$ cat config.mk
export PLATFORM = sky130hd
export DESIGN_NAME = apb_regfile_slave_flat
export DESIGN_NICKNAME = d
export VERILOG_FILES = /design/src/rtl/apb_regfile_slave_if.sv /design/src/rtl/apb_regfile_slave.sv /design/src/flat_wrapper.sv
export SDC_FILE = /design/constraint.sdc
export NUM_CORES = 1
export LEC_CHECK = 0
export BUFFER_PORTS_ARGS = -buffer_cell sky130_fd_sc_hd__buf_2
export CAP_MARGIN = 20
export CORE_MARGIN = 1
export CORE_UTILIZATION = 45
export CTS_CLUSTER_SIZE = 28
export DETAILED_ROUTE_END_ITERATION = 10
export GPL_TIMING_DRIVEN = 0
export PLACE_DENSITY = 0.69
export SLEW_MARGIN = 25
export SYNTH_ARGS = -nofsm -noshare
export SYNTH_HDL_FRONTEND = slang
export SYNTH_SLANG_ARGS = --single-unit
$ cat constraint.sdc
create_clock -name pclk -period 6.9 [get_ports pclk]
set_input_delay 1.035 -clock pclk [delete_from_list [all_inputs] [get_ports pclk]]
set_output_delay 1.035 -clock pclk [all_outputs]
set_load 0.03 [all_outputs]
$ cat src/rtl/apb_regfile_slave_if.sv
// apb_if: APB bus signals with requester (master) and completer (slave) views.
interface apb_if #(
  parameter int ADDR_W = 8,
  parameter int DATA_W = 8
);
  logic              psel;
  logic              penable;
  logic              pwrite;
  logic [ADDR_W-1:0] paddr;
  logic [DATA_W-1:0] pwdata;
  logic [DATA_W-1:0] prdata;
  logic              pready;
  logic              pslverr;
  modport master (output psel, penable, pwrite, paddr, pwdata, input prdata, pready, pslverr);
  modport slave  (input psel, penable, pwrite, paddr, pwdata, output prdata, pready, pslverr);
endinterface

$ cat src/rtl/apb_regfile_slave.sv
// apb_regfile_slave: APB completer over a DEPTH-entry register bank with programmable wait states.
module apb_regfile_slave #(
  parameter int ADDR_W      = 8,
  parameter int DATA_W      = 8,
  parameter int DEPTH       = 16,
  parameter int WAIT_STATES = 0
) (
  input logic  pclk,
  input logic  prst,
  apb_if.slave bus
);
  localparam int IW = DEPTH > 1 ? $clog2(DEPTH) : 1;
  typedef enum logic {IDLE, ACCESS} state_t;
  state_t            state_q, state_d;
  logic [3:0]        cnt_q, cnt_d;
  logic [ADDR_W-1:0] addr_q, addr_d, cmp_addr;
  logic              write_q, write_d, cmp_write, cmp_err;
  logic [DATA_W-1:0] wdata_q, wdata_d, rdata_q, rdata_d;
  logic              ready_q, ready_d, err_q, err_d;
  logic              done, commit;
  logic [DATA_W-1:0] regs_q [DEPTH];
  assign bus.prdata  = rdata_q;
  assign bus.pready  = ready_q;
  assign bus.pslverr = err_q;
  // With no wait states the transfer completes on the setup edge, so the bus fields are used directly.
  assign cmp_addr  = state_q == IDLE ? bus.paddr : addr_q;
  assign cmp_write = state_q == IDLE ? bus.pwrite : write_q;
  assign cmp_err   = 32'(cmp_addr) >= DEPTH;
  always_comb begin
    state_d = state_q;
    cnt_d   = cnt_q;
    addr_d  = addr_q;
    write_d = write_q;
    wdata_d = wdata_q;
    rdata_d = rdata_q;
    ready_d = 1'b0;
    err_d   = 1'b0;
    done    = 1'b0;
    commit  = 1'b0;
    if (state_q == IDLE) begin
      if (bus.psel && !bus.penable) begin
        state_d = ACCESS;
        cnt_d   = 4'(WAIT_STATES);
        addr_d  = bus.paddr;
        write_d = bus.pwrite;
        wdata_d = bus.pwdata;
        done    = WAIT_STATES == 0;
      end
    end else if (ready_q) begin
      state_d = IDLE;
      commit  = bus.psel && bus.penable && write_q && !err_q;
    end else if (!bus.psel || !bus.penable) begin
      state_d = IDLE;
      cnt_d   = '0;
    end else begin
      cnt_d = cnt_q - 4'd1;
      done  = cnt_q == 4'd1;
    end
    if (done) begin
      ready_d = 1'b1;
      err_d   = cmp_err;
      rdata_d = cmp_write ? rdata_q : cmp_err ? '0 : regs_q[cmp_addr[IW-1:0]];
    end
  end
  always_ff @(posedge pclk or posedge prst) begin
    if (prst) begin
      state_q <= IDLE;
      cnt_q   <= '0;
      addr_q  <= '0;
      write_q <= 1'b0;
      wdata_q <= '0;
      rdata_q <= '0;
      ready_q <= 1'b0;
      err_q   <= 1'b0;
      for (int i = 0; i < DEPTH; i++) regs_q[i] <= '0;
    end else begin
      state_q <= state_d;
      cnt_q   <= cnt_d;
      addr_q  <= addr_d;
      write_q <= write_d;
      wdata_q <= wdata_d;
      rdata_q <= rdata_d;
      ready_q <= ready_d;
      err_q   <= err_d;
      if (commit) regs_q[addr_q[IW-1:0]] <= wdata_q;
    end
  end
endmodule

$ cat src/flat_wrapper.sv
// flat-port wrapper written by rule: the top's interface ports become plain ports
module apb_regfile_slave_flat 
#(
  parameter int ADDR_W      = 8,
  parameter int DATA_W      = 8,
  parameter int DEPTH       = 16,
  parameter int WAIT_STATES = 0
)
  (pclk, prst, bus_psel, bus_penable, bus_pwrite, bus_paddr, bus_pwdata, bus_prdata, bus_pready, bus_pslverr);
  apb_if #(.ADDR_W(ADDR_W), .DATA_W(DATA_W)) bus_i ();
  input logic pclk;
  input logic prst;
  input wire logic [$bits(bus_i.psel)-1:0] bus_psel;
  input wire logic [$bits(bus_i.penable)-1:0] bus_penable;
  input wire logic [$bits(bus_i.pwrite)-1:0] bus_pwrite;
  input wire logic [$bits(bus_i.paddr)-1:0] bus_paddr;
  input wire logic [$bits(bus_i.pwdata)-1:0] bus_pwdata;
  output wire logic [$bits(bus_i.prdata)-1:0] bus_prdata;
  output wire logic [$bits(bus_i.pready)-1:0] bus_pready;
  output wire logic [$bits(bus_i.pslverr)-1:0] bus_pslverr;
  assign bus_i.psel = bus_psel;
  assign bus_i.penable = bus_penable;
  assign bus_i.pwrite = bus_pwrite;
  assign bus_i.paddr = bus_paddr;
  assign bus_i.pwdata = bus_pwdata;
  assign bus_prdata = bus_i.prdata;
  assign bus_pready = bus_i.pready;
  assign bus_pslverr = bus_i.pslverr;
  apb_regfile_slave #(.ADDR_W(ADDR_W), .DATA_W(DATA_W), .DEPTH(DEPTH), .WAIT_STATES(WAIT_STATES)) u_core (.pclk(pclk), .prst(prst), .bus(bus_i));
endmodule
==> flow_summary.toml, run 1 <==
[yosys]
synthFlopType = "dfrtp_1"
synth_nets = 712
seq_area_frac_synth = 0.5119
synth_edf_count = 0
synth_area_leader_cell = "dfrtp_1"
yosys_warnings = 0
syn_area_per_cell_um2 = 11.35
ys_ff_latch = 160
synthCells = 689
synth_cell_type_count = 54
synth-async-reset-ratio = 1.000
synth_top_area_frac = 0.5119
ys_top_cells_by_area = "dfrtp_1, mux2_2, nand2_1"
synth_area_um2 = 7821

[grt]
antenna_found_initial = 0
grt_use_total = 0.2536
grt_pass1_wl_um = 33790
grt_pass1_vias = 5982
grt_max_degree = 95
gr-total-overflow = 0

[worst_hold_path]
hold_class = "reg2reg"
hold_depth = 1

[floorplan]
core-area_um2 = 16760
die_y_um = 133.8
start_util = 0.4667
die_w_um = 133.8
ios = 31
dieArea_um2 = 17910
rows = 47

[routing]
drtIter0Drc = 642
wl_per_cell_um = 22.17
final_antenna_net_count = 0
viasPerCell = 6.095
dr_total_vias = 5918
drc_errors = 0
drt_pass1_iterations = 6
drt_wl_total_um = 21530

[place]
dpl.hpwl_um = 14720
dpl_cell_area_um2 = 8282
place.gp.congestion = 0.9112
place.port_buffers = 29

[cells_and_area]
area_delta_synth_final_pct = 13.09
final_cell_area_um2 = 8845
fin_nets = 761
drive_above_1_share = 0.3395
antenna_cells = 0

[critical_path]
crit_required_ns = 7.27
slowest_delay_ns = 0.69
cp_max_fo = 10
worstPathCellList = "buf_2 > inv_1 > clkbuf_1 > nor2_1 > o32ai_1 > o21ai_0 > o2111ai_1 > a32o_1"
crit_arrival_ns = 3.30
crit_type = "in2reg"
r2r_cells = 7
cpMaxStageDelayCell = "o32ai_1"
worstSetupEndpointType = "flip-flop"
startpoint_type = "input port"

[cts]
cts-root-buf = "clkbuf_16"
cts.htree.levels = 4
postCtsSetupRepairBufs = 0
clock_path_buffers = 2
cts_sinks = 160
hold_buffers = 0
clk_pin_slew_ns = 0.07
cts_tree = "yes"
clk-insertion-delay-late_ns = 0.44
cts_made_buffers = 17
cts_resized = 0

[timing]
min_period_over_period = 0.4250
slew_headroom = 0.3128
rsz0062_at_grt = "false"
finalSetupViolations = 0
finalHoldViolCount = 0
worst_pin_slew_ns = 1.002
maxSlewViolCount = 0
fin_setup_tns_ns = 0
min_period_ns = 2.932
fmax_mhz = 341.0
fin_skew_ns = 0.01124

[power]
ir_drop_v = 0.0002311
leakage_nw = 4.175
pwr_density_cell_nw_per_um2 = 252.4

[run_status]
status = "complete, no violations"

[flow_run]
maxCapViolations = 0
flip-flops by register name, indices dropped and copies added (netlist names):
name,cells
u_core.regs_q,128
u_core.cnt_q,4
u_core.wdata_q,8
u_core.bus.pready,1
u_core.bus.prdata,8
u_core.state_q,1
u_core.addr_q,8
u_core.bus.pslverr,1
u_core.write_q,1
power by group:
group          leakage [nW]  total, mW  internal (mW)  switching, mW
Clock                 0.271      0.905          0.517          0.387
Sequential             2.20       1.01          0.967         0.0377
Combinational          1.71      0.323         0.0983          0.224
Total                  4.17       2.23           1.58          0.649
cells in the mapped netlist (all sizes together) (2+ instances only):
cell	number
mux4	2
o22ai	5
nor3b	3
or2	7
o21ai	19
nor3	6
a221oi	2
o32ai	3
nand2	99
o211ai	2
a221o	6
a211oi	2
nor2	20
nand2b	2
nor2b	8
dfrtp	160
a211o	2
inv	9
a32o	6
buf	28
a21oi	51
and2	2
a22o	3
a22oi	4
ha	2
nand3	33
mux2	146
a31oi	9
o2111ai	5
o31ai	2
or4	5
clkbuf	15
mux2i	9
path summary, 6_finish.rpt:
| kind | from | end | slack [ns] |
|---|---|---|---|
| max | bus_paddr[0] | u_core.bus.prdata[4]$_DFFE_PP0P_ | 3.97 |
| min | u_core.regs_q[61]$_DFFE_PP0P_ | u_core.regs_q[61]$_DFFE_PP0P_ | 0.51 |
| max reg2reg | u_core.addr_q[0]$_DFFE_PP0P_ | u_core.bus.prdata[1]$_DFFE_PP0P_ | 4.18 |
| min reg2reg | u_core.regs_q[61]$_DFFE_PP0P_ | u_core.regs_q[61]$_DFFE_PP0P_ | 0.51 |
| max in group asynchronous | prst | u_core.cnt_q[3]$_DFFE_PP0P_ | 5.44 |
| min in group asynchronous | prst | u_core.regs_q[4]$_DFFE_PP0P_ | 0.70 |
cells by family after synthesis:
group / share of synthesized area
AOI/OAI and AO/OA: 0.1067
muxes: 0.2280
and+or+nand+nor: 0.1192
adders and majority gates: 0.003199
DFF: 0.5119
buffers and inverters: 0.03103
metal layers:
layer  vias up  track usage  part of all wire
met3        45      0.04497             0.069
li1       2602            -                 -
met5         -            0                 0
met2       261       0.4016              0.46
met1      3010       0.3453              0.44
met4         0       0.1035             0.031
placed cells by master (no fill, tap or decap), types with 7 or more instances in the layout:
master	count
buf_2	49
inv_1	8
clkbuf_16	17
nand2_1	96
mux2i_1	9
or2_2	7
dfrtp_1	160
o21ai_0	18
clkbuf_1	17
nand3_1	31
nor2b_1	8
a21oi_1	51
nor2_1	19
a31oi_1	9
mux2_2	145
worst max-delay path: cells and delay by family:
kind | cells | cell delay (ns)
AOI/OAI and AO/OA | 4 | 1.47
buffers and inverters | 3 | 0.68
and+or+nand+nor | 1 | 0.10
layout make-up:
cell class                 count  area [um^2]
buffer                        43        209.0
inverter                       9        41.29
timing repair buffer          30        172.7
sequential                   160         4004
clock inverter                11        102.6
clock buffer                  21        460.4
multi-input combinational    477         3580
fill                        1433         7915
tap                          220        275.3
metrics by stage:
step | hold slack, ns | setup WS [ns] | util | std cells | total power, mW
final | 0.5059 | 3.968 | 0.5277 | 971 | 2.232
after global routing | 0.5152 | 3.871 | 0.5277 | 971 | 2.307
after CTS | 0.5021 | 4.071 | 0.5277 | 971 | 2.232
after detailed placement | 0.4875 | 3.631 | 0.4941 | 939 | 1.335
after global placement | 0.4815 | -0.005894 | 0.4918 | 938 | 1.322
after floorplan | 0.4716 | 1.545 | - | 689 | 1.215
No activity file was read; power rests on OpenSTA's default activity.
==> run 2: changes to the inputs <==
--- a/config.mk
+++ b/config.mk
@@ -5,6 +5,7 @@
 export SDC_FILE = /design/constraint.sdc
 export NUM_CORES = 1
 export LEC_CHECK = 0
+export ABC_AREA = 1
 export BUFFER_PORTS_ARGS = -buffer_cell sky130_fd_sc_hd__buf_2
 export CAP_MARGIN = 20
 export CORE_MARGIN = 1
==> constraint.sdc (replaced) <==
create_clock -name pclk -period 3.1 [get_ports pclk]
set_input_delay 0.465 -clock pclk [delete_from_list [all_inputs] [get_ports pclk]]
set_output_delay 0.465 -clock pclk [all_outputs]
set_load 0.03 [all_outputs]
==> flow_summary.toml, run 2 <==
[place]
place.port_buffers = 30
dp.cells = 1138
place.gp.congestion = 0.9882
dpl.hpwl_um = 14790

[yosys]
synth_commonest_cells = "nand2_1, dfrtp_1, nand3_1"
synthCells = 886
synth_nets = 909
syn_area_per_cell_um2 = 8.236
synthFlopType = "dfrtp_1"
seq_area_frac_synth = 0.5487
yosys_warnings = 0
synth_cell_type_count = 27
ys_ff_latch = 160
synth_top_area_frac = 0.5487
ys_top_cells_by_area = "dfrtp_1, nand2_1, nand3_1"
synth_area_um2 = 7297
synth_edf_count = 0
synth_most_common_cell = "nand2_1"
synth-async-reset-ratio = 1.000
synth_area_leader_cell = "dfrtp_1"

[floorplan]
start_util = 0.4594
ios = 31
die_w_um = 129.3
dieArea_um2 = 16730
rows = 46
core-area_um2 = 15890
die_y_um = 129.3

[power]
clockPowerShare = 0.412
pwr_density_cell_nw_per_um2 = 593.5
p_sw_mw = 1.465
p_int_mw = 3.532
power_frac_comb = 0.147
ir_drop_v = 0.0003902
seq_power_share = 0.441
swShare = 0.2932
leakage_nw = 3.903

[cells_and_area]
layout_commonest_cell = "nand2_1"
top_register = "u_core.regs_q"
fin_nets = 964
area_delta_synth_final_pct = 15.38
final_core_util = 0.5300
antenna_cells = 0
layoutNonFillerInstCount = 1170
largest_reg_flops = 128
layout_common_cells = "nand2_1, dfrtp_1, nand3_1"
drive_above_1_share = 0.1164

[routing]
dr_total_vias = 6376
drtIter0Drc = 523
final_antenna_net_count = 0
viasPerCell = 5.450
drt_pass1_iterations = 5
drt_wl_total_um = 20580
wl_per_cell_um = 17.59
drc_errors = 0

[timing]
slew_headroom = 0.3765
worst_pin_slew_ns = 0.9289
min_period_ns = 2.286
rsz0062_at_grt = "false"
fin_skew_ns = 0.009496
min_period_over_period = 0.7374
finalHoldViolCount = 0
fmax_mhz = 437.4
maxSlewViolCount = 0
finalSetupViolations = 0
fin_setup_tns_ns = 0

[cts]
clk_pin_slew_ns = 0.07
cts_made_buffers = 17
postCtsSetupRepairBufs = 0
cts_sinks = 160
cts_tree = "yes"
cts_resized = 0
hold_buffers = 0
cts-root-buf = "clkbuf_16"
clock_path_buffers = 2
clk-insertion-delay-late_ns = 0.44
cts.htree.levels = 4

[grt]
grt_max_degree = 33
met1_usage = 0.3879
antenna_found_initial = 0
grt_pass1_vias = 6103
global_route.usage.met3 = 0.05244
gr-total-overflow = 0
grt-busiest-layer = "met2"
grt_use_total = 0.2710
met2_usage = 0.4105
grt_pass1_wl_um = 33490

[critical_path]
crit_path_frequent_cell = "nand2_1"
slowest_delay_ns = 0.74
crit_arrival_ns = 2.61
cpMaxStageDelayCell = "o21ai_1"
worstSetupEndpointType = "flip-flop"
crit_type = "reg2reg"
cp_max_fo = 10
crit_required_ns = 3.42
worstPathCellList = "buf_2 > o21ai_1 > inv_1 > nand3_1 > nand2_1 > nand2_1 > nand2_1"
startpoint_type = "flip-flop"

[run_status]
status = "complete, no violations"

[flow_run]
maxCapViolations = 0

[worst_hold_path]
hold_class = "in2async"
[run 2: changes by cell type after synthesis, moves of 36 or more]
| cell | before | now |
|---|---|---|
| a21oi_1 | 51 | 0 |
| inv_1 | 9 | 45 |
| mux2_2 | 145 | 0 |
| nand2_1 | 96 | 316 |
| nand3_1 | 31 | 134 |
| o21ai_0 | 18 | 127 |
[run 2: stage by stage]
| stage | hold WS [ns] | total power [mW] | cell area, um^2 | worst slack (ns) |
|---|---|---|---|---|
| 2_1_floorplan | 0.4444 | 2.674 | 7301 | 0.6062 |
| 3_5_place_dp | 0.4612 | 2.963 | 7849 | 0.8724 |
| 3_3_place_gp | 0.4628 | 2.935 | 7721 | -0.3928 |
| 4_1_cts | 0.05184 | 5.009 | 8419 | 0.9193 |
| 6_report | 0.05746 | 4.997 | 8419 | 0.8139 |
| 5_1_grt | 0.06362 | 5.172 | 8419 | 0.7321 |
[run 2: power by group through the flow]
stage	clock network (mW)	logic [mW]	registers [mW]
2_1_floorplan	0	0.420	2.25
6_report	2.06	0.732	2.20
3_5_place_dp	0	0.721	2.24
4_1_cts	2.08	0.725	2.20
3_3_place_gp	0	0.694	2.24
5_1_grt	2.16	0.798	2.21
[run 2: area by class of cell]
type                            count  area, um^2
Buffer                             49       239.0
Clock buffer                       19       432.9
Clock inverter                     13       137.6
Fill cell                        1544        7466
Inverter                           45       172.7
Multi-Input combinational cell    632        2885
Sequential cell                   160        4004
Tap cell                          216       270.3
Timing Repair Buffer               36       277.8
[run 2: routing by layer]
layer	vias to the layer above	share of wire	routed length [um]
met4	0	0.024	496
met3	37	0.060	1243
met5	-	0	0
met2	204	0.45	9346
li1	3024	-	-
met1	3111	0.46	9494
[run 2: worst paths after layout]
kind                       slack [ns]  cells after the start                              from                          endpoint
max                              0.81                      7          u_core.state_q$_DFF_PP0_  u_core.bus.prdata[6]$_DFFE_PP0P_
min                              0.06                      3                              prst     u_core.regs_q[43]$_DFFE_PP0P_
max reg2reg                      0.81                      7          u_core.state_q$_DFF_PP0_  u_core.bus.prdata[6]$_DFFE_PP0P_
min reg2reg                      0.47                      2  u_core.bus.prdata[1]$_DFFE_PP0P_  u_core.bus.prdata[1]$_DFFE_PP0P_
max in group asynchronous        2.41                      5                              prst    u_core.regs_q[113]$_DFFE_PP0P_
min in group pclk                0.23                      3                     bus_pwdata[5]     u_core.wdata_q[5]$_DFFE_PP0P_
[run 2: critical path: cells and delay by family (launching register included)]
| kind | cells | cell delay (ns) |
|---|---|---|
| AND/OR/NAND/NOR | 4 | 0.40 |
| AO/OA/AOI/OAI | 1 | 0.74 |
| buffers and inverters | 2 | 0.58 |
| flip-flops | 1 | 0.45 |
[run 2: cells by family after synthesis]
kind of cell    synth area share
simple gates              0.2790
mux                     0.001372
compound gates            0.1104
buf+inv                  0.05590
flops                     0.5487
fa+ha+maj               0.003429
xor+xnor                0.001200
